## src/rtl/operand_fetch.sv

```systemverilog
// Operand fetch stage: scoreboarded RAW check between decode and execute.
// Define OPFETCH_BYPASS_EN to forward the writeback port straight into a resolving operand.
module operand_fetch (
    input  logic        clock,
    input  logic        reset,
    input  logic        in_valid,
    output logic        in_ready,
    input  logic [4:0]  in_rs1,
    input  logic [4:0]  in_rs2,
    input  logic [4:0]  in_rd,
    input  logic        in_rd_wen,
    input  logic [63:0] in_pc,
    output logic [4:0]  rf_rs1,
    output logic [4:0]  rf_rs2,
    input  logic [63:0] rf_src1,
    input  logic [63:0] rf_src2,
    input  logic [4:0]  wb_waddr,
    input  logic        wb_wen,
    input  logic [63:0] wb_wdata,
    output logic        out_valid,
    input  logic        out_ready,
    output logic [63:0] out_src1,
    output logic [63:0] out_src2,
    output logic [4:0]  out_rd,
    output logic        out_rd_wen,
    output logic [63:0] out_pc
);

    typedef enum logic [1:0] {StEmpty, StResolve, StFull} state_e;

    state_e      state_q;
    logic [4:0]  hold_rs1_q;
    logic [4:0]  hold_rs2_q;
    logic [4:0]  hold_rd_q;
    logic        hold_rd_wen_q;
    logic [63:0] hold_pc_q;
    logic [31:0] busy_q;
    logic [31:0] busy_d;

    logic        accept;
    logic        fire;
    logic        byp1;
    logic        byp2;
    logic        hazard;
    logic [63:0] src1;
    logic [63:0] src2;

    assign in_ready  = (state_q == StEmpty) || ((state_q == StFull) && out_ready);
    assign out_valid = (state_q == StFull);
    assign accept    = in_valid && in_ready;
    assign fire      = out_valid && out_ready;
    assign rf_rs1    = hold_rs1_q;
    assign rf_rs2    = hold_rs2_q;

`ifdef OPFETCH_BYPASS_EN
    assign byp1 = wb_wen && (wb_waddr == hold_rs1_q) && (hold_rs1_q != 5'd0);
    assign byp2 = wb_wen && (wb_waddr == hold_rs2_q) && (hold_rs2_q != 5'd0);
`else
    assign byp1 = 1'b0;
    assign byp2 = 1'b0;
`endif

    always_comb begin
        hazard = 1'b0;
        if ((hold_rs1_q != 5'd0) && busy_q[hold_rs1_q] && !byp1) hazard = 1'b1;
        if ((hold_rs2_q != 5'd0) && busy_q[hold_rs2_q] && !byp2) hazard = 1'b1;
    end

    // x0 reads as zero no matter what the register file or writeback port carry.
    always_comb begin
        src1 = rf_src1;
        src2 = rf_src2;
        if (byp1) src1 = wb_wdata;
        if (byp2) src2 = wb_wdata;
        if (hold_rs1_q == 5'd0) src1 = 64'd0;
        if (hold_rs2_q == 5'd0) src2 = 64'd0;
    end

    // Clear first so an issue to the same register in the same cycle keeps it busy.
    always_comb begin
        busy_d = busy_q;
        if (wb_wen && (wb_waddr != 5'd0)) busy_d[wb_waddr] = 1'b0;
        if (fire && out_rd_wen && (out_rd != 5'd0)) busy_d[out_rd] = 1'b1;
        busy_d[0] = 1'b0;
    end

    always_ff @(posedge clock or posedge reset) begin
        if (reset) begin
            state_q       <= StEmpty;
            busy_q        <= 32'd0;
            hold_rs1_q    <= 5'd0;
            hold_rs2_q    <= 5'd0;
            hold_rd_q     <= 5'd0;
            hold_rd_wen_q <= 1'b0;
            hold_pc_q     <= 64'd0;
            out_src1      <= 64'd0;
            out_src2      <= 64'd0;
            out_rd        <= 5'd0;
            out_rd_wen    <= 1'b0;
            out_pc        <= 64'd0;
        end else begin
            busy_q <= busy_d;
            if (accept) begin
                hold_rs1_q    <= in_rs1;
                hold_rs2_q    <= in_rs2;
                hold_rd_q     <= in_rd;
                hold_rd_wen_q <= in_rd_wen;
                hold_pc_q     <= in_pc;
            end
            unique case (state_q)
                StEmpty: begin
                    if (accept) state_q <= StResolve;
                end
                StResolve: begin
                    if (!hazard) begin
                        out_src1   <= src1;
                        out_src2   <= src2;
                        out_rd     <= hold_rd_q;
                        out_rd_wen <= hold_rd_wen_q;
                        out_pc     <= hold_pc_q;
                        state_q    <= StFull;
                    end
                end
                StFull: begin
                    if (out_ready) state_q <= accept ? StResolve : StEmpty;
                end
                default: state_q <= StEmpty;
            endcase
        end
    end

endmodule

```

## config.mk

```make
export PLATFORM = sky130hd
export DESIGN_NAME = operand_fetch
export DESIGN_NICKNAME = d
export VERILOG_FILES = /design/src/rtl/operand_fetch.sv
export SDC_FILE = /design/constraint.sdc
export NUM_CORES = 1
export LEC_CHECK = 0
export CAP_MARGIN = 25
export CORE_MARGIN = 5
export CORE_UTILIZATION = 35
export CTS_CLUSTER_SIZE = 20
export DETAILED_ROUTE_END_ITERATION = 10
export GPL_TIMING_DRIVEN = 0
export PLACE_DENSITY = 0.66
export SLEW_MARGIN = 20
export SYNTH_ARGS = -nofsm -noshare
export SYNTH_HDL_FRONTEND = slang
export SYNTH_SLANG_ARGS = --single-unit
```

## constraint.sdc

```tcl
create_clock -name clock -period 13.8 [get_ports clock]
set_input_delay 4.14 -clock clock [delete_from_list [all_inputs] [get_ports clock]]
set_output_delay 4.14 -clock clock [all_outputs]
set_load 0.01 [all_outputs]
```

* After elaboration in Yosys (flattened, before gate mapping)
Index checks and enable logic that the tools add are counted.
** Cells by class
- Magnitude comparators :: 6
- Eq/ne operators :: 5
- Multiplexer cells :: 19
- Bitwise logic cells :: 4
- Reductions and logical operators :: 19
** Operators by type and width (number)
- 2-to-1 mux 64 bit :: 2
- 2-to-1 mux 32 bit :: 2
- AND 32 bit :: 1
- inverter 32 bit :: 1
- OR 32 bit :: 1
- less-than comparator 5 x 6 -> 1 bit (second input constant) :: 4
- nonzero test 5 bit :: 4
- binary-select mux 1 bit (select 5 bit) :: 2
- demux 1 bit (select 5 bit) :: 2
- >= comparator 5 x 1 -> 1 bit (second input constant) :: 2
- zero test 5 bit :: 2
- logical AND 1 bit :: 9
- 2-to-1 mux 1 bit :: 7
- 2-to-1 mux 2 bit :: 3
- case mux 2 bit (3 select lines) :: 1
- != test 2 bit (second input constant) :: 2
- AND reduction 3 bit :: 1
- == test 2 x 1 -> 1 bit (second input constant) :: 1
- == test 2 bit (second input constant) :: 1
- zero test 2 bit :: 1
- != test 2 x 1 -> 1 bit (second input constant) :: 1
- AND reduction 2 bit :: 1
- logical OR 1 bit :: 1
- inverter 1 bit :: 1
** Word-level totals
- Flip-flop bits (word level) :: 311
- Input port bits :: 282
- Output and inout bits :: 210
- Word-level logic and storage cells :: 65

* Longest topological paths before layout
- Depth after elaboration :: 9
- Mapped depth :: 10

* Worst setup path after synthesis
OpenSTA, ideal clock, no wires.
- Path kind :: input port to output port
- From :: in out_ready
- To :: out in_ready
- Data arrival time :: 4.397 ns
- Required time :: 9.660 ns
- Setup slack :: 5.263 ns
- Stages :: 2
- Cell sequence :: inv_1 > a21oi_1
** On the way
- Cells in the longest elaborated chain, start to end :: 2
** Ends and longest elaborated chain
- from (decl) :: line 21 : input logic out_ready,
- logical AND 1 bit :: line 48 : assign in_ready = (state_q == StEmpty) || ((state_q == StFull) && out_ready);
- logical OR 1 bit :: line 48
- to (decl) :: line 7 : output logic in_ready,
Every way passes these cells.

* Worst setup path after layout
Same ends and word-level chain as after synthesis.

==> results.json <==
{
  "insertion_delay_ns": 0.53,
  "synthCells": 1065,
  "top_level_ports": 492,
  "wl_per_cell_um": 18.6,
  "grt_max_degree": 91,
  "clk_pin_slew_ns": 0.06,
  "dieWidth_um": 204,
  "worstPathMaxFanout": 2,
  "postLayoutCoreUtil_pct": 51.8,
  "core_um2": 37400,
  "hold_buffers": 0,
  "grt_pass1_vias": 10100,
  "holdWs_ns": 0.497,
  "rrSetupSlack_ns": 10.72,
  "antenna_left": 0,
  "yosysUniqueCellTypes": 37,
  "layout_min_cycle_time_ns": 9.55,
  "crit_chain": "clkdlybuf4s50_1 > inv_1 > a21oi_1 > clkdlybuf4s50_1",
  "timing.rr.end": "out_pc[53]",
  "required_ns": 9.66,
  "cp.arrival_ns": 5.41,
  "crit_type": "in -> out",
  "antenna_found_initial": 2,
  "synthTopCellsByArea": "dfrtp_1, mux2_2, mux2i_1",
  "drt_pre_antenna_iters": 5,
  "dp_hpwl_mm": 28.8,
  "fin_crit_sh_pct": 69.2,
  "via_count": 9672,
  "finalWeightedCongestion": 0.821,
  "cp_common_cell": "clkdlybuf4s50_1",
  "grt_pass1_wl_mm": 58.9,
  "whs_endpoint": "out_rd[1]",
  "p_leak_uw": 0.00937,
  "yosys-top-cells-count": "dfrtp_1, mux2_2, mux2i_1",
  "synth_flop_cell": "dfrtp_1",
  "die-height_um": 204,
  "reg2reg_from": "rf_rs1[1]",
  "yosysTopAreaCellShare_pct": 59.0,
  "drv_slew": 0,
  "rsz0062_at_grt": "no",
  "skew_ns": 0.0104,
  "grt_usage_pct": 18.0,
  "async_reset_ff_share_pct": 100,
  "drt_iter0_drc": 516,
  "yosysMostFrequentCell": "dfrtp_1",
  "start_kind": "primary input",
  "rows": 71,
  "register_area_um2": 7780,
  "cts_tree": "built",
  "yosys.area.top_type": "dfrtp_1",
  "drive_gt1_share_pct": 15.9,
  "start_util_pct": 35.3,
  "io_buffers": 427,
  "syn_avg_cell_area_um2": 12.4,
  "cts_setup_buffers": 0,
  "cts_buffer_depth": 3,
  "synth-edff-count": 0,
  "finalHoldViolations": 0,
  "endpoint_kind": "output port",
  "crit_path_top_delay_cell": "clkdlybuf4s50_1",
  "critPathBufInv": 3,
  "r2r_cells": 9,
  "ys_warn_count": 0,
  "worst-slew-pin-transition_ns": 0.777,
  "finalNetCount": 1815,
  "synthesis.nets": 1347,
  "numClockSinks": 311,
  "drc": 0,
  "wl_mm": 38.4,
  "h-tree-depth": 2,
  "slew_headroom_pct": 48.2,
  "ir_drop_mv": 0.124,
  "maxCapViolCount": 0,
  "worstHoldStart": "hold_rd_q[1]",
  "hold_path_class": "reg -> reg",
  "setup_viol": 0,
  "cts_made_buffers": 36,
  "hold-path-cell-count": 1,
  "die-area_um2": 41700,
  "cts_root_buf": "clkbuf_16",
  "netlist_area_um2": 13200,
  "multi_input_area_um2": 4600,
  "area_growth_pct": 46.9,
  "avgViaCountPerCell": 4.67,
  "post_cts_resized": 0,
  "path_delay_family": "buffers and inverters",
  "fmax_mhz": 105,
  "fillers": 3340,
  "outcome": "complete, no violations",
  "ys_ff_latch": 311,
  "seq_area_frac_synth_pct": 59.0,
  "p_per_area_nw_per_um2": 244,
  "overflow": 0,
  "cpPeakStageDelay_ns": 0.57
}
-- cell families (layout without fill, tap and decap cells) --
logic type,count (synthesis),after routing,synth area share [%]
multiplexers,302,302,25.1
AO/OA/AOI/OAI,79,79,3.35
buffers and inverters,183,675,6.06
AND/OR/NAND/NOR,190,190,6.43
other,0,1,0
flip-flops,311,311,59.0
-- metal layers --
layer | wire length, um | vias to the layer above | GRT usage, %
met3 | 4130 | 70 | 7.24
met5 | 12 | - | 0
met4 | 1150 | 2 | 6.22
li1 | - | 4481 | -
met2 | 18100 | 388 | 29.1
met1 | 15000 | 4731 | 21.9
-- worst reg2reg max path, cell delays in order (launching register included) --
cell,delay (ns)
dfrtp_1,0.41
clkbuf_1,0.45
nor4bb_1,0.29
a311oi_1,0.10
a221oi_1,0.44
a311oi_2,0.08
nand4_1,0.11
buf_2,0.36
buf_2,0.35
mux2_2,0.38
-- layout make-up --
cell class | count | area share, %
sequential | 311 | 40.2
multi-input combinational | 571 | 23.8
timing repair buffer | 430 | 22.5
clock buffer | 57 | 5.74
tap | 511 | 3.30
inverter | 132 | 2.60
buffer | 51 | 1.57
clock inverter | 5 | 0.336
antenna | 1 | 0.0129
-- worst max path at each step --
stage / startpoint / end / slack [ns] / cells after the start
final: out_ready / in_ready / 4.25 / 4
after global routing: out_ready / in_ready / 4.15 / 4
after CTS: out_ready / in_ready / 4.25 / 4
after detailed placement: out_ready / in_ready / 4.25 / 4
after global placement: reset / out_src1[21] / -2.94 / 2
after floorplan: reset / busy_q[10] / 1.06 / 1
-- registers in the layout, indices dropped and copies added (netlist names) --
name,count
busy_q,31
hold_rd_wen_q,1
rf_rs1,5
state_q,2
out_pc,64
out_src2,64
rf_rs2,5
hold_pc_q,64
out_rd_wen,1
out_rd,5
hold_rd_q,5
out_src1,64
-- metrics by stage --
step	power, uW	instances	area (um^2)	setup WS, ns	setup TNS, ns
after floorplan	2780	1065	13200	1.06	0
after global placement	3780	2003	18100	-2.94	-901.30
after detailed placement	3830	2006	18200	4.25	0
after CTS	4800	2068	19400	4.25	0
after global routing	5020	2068	19400	4.15	0
final	4720	2069	19400	4.25	0
-- cell usage in the layout (no fill, tap or decap), drive strengths merged, types with 2 or more instances in the layout --
cell           Yosys  layout
a21oi              3       3
a22oi              2       2
a311oi             2       2
a31oi              3       3
buf               24      27
clkbuf            27      84
clkdlybuf4s50      0     427
clkinv             0       3
dfrtp            311     311
inv              132     133
mux2             152     152
mux2i            142     142
mux4               8       8
nand2            137     137
nand2b             5       5
nand3             11      11
nand3b            10      10
nand4              2       2
nand4b             2       2
nor2               6       6
nor2b              5       5
nor3               2       2
o21ai             63      63
or3b               4       4
-- power breakdown --
part,total (uW),switching [uW],internal [uW]
Sequential,1640,268,1380
Clock,939,368,571
Combinational,2140,932,1210
Power figures use the tool's default switching activity.
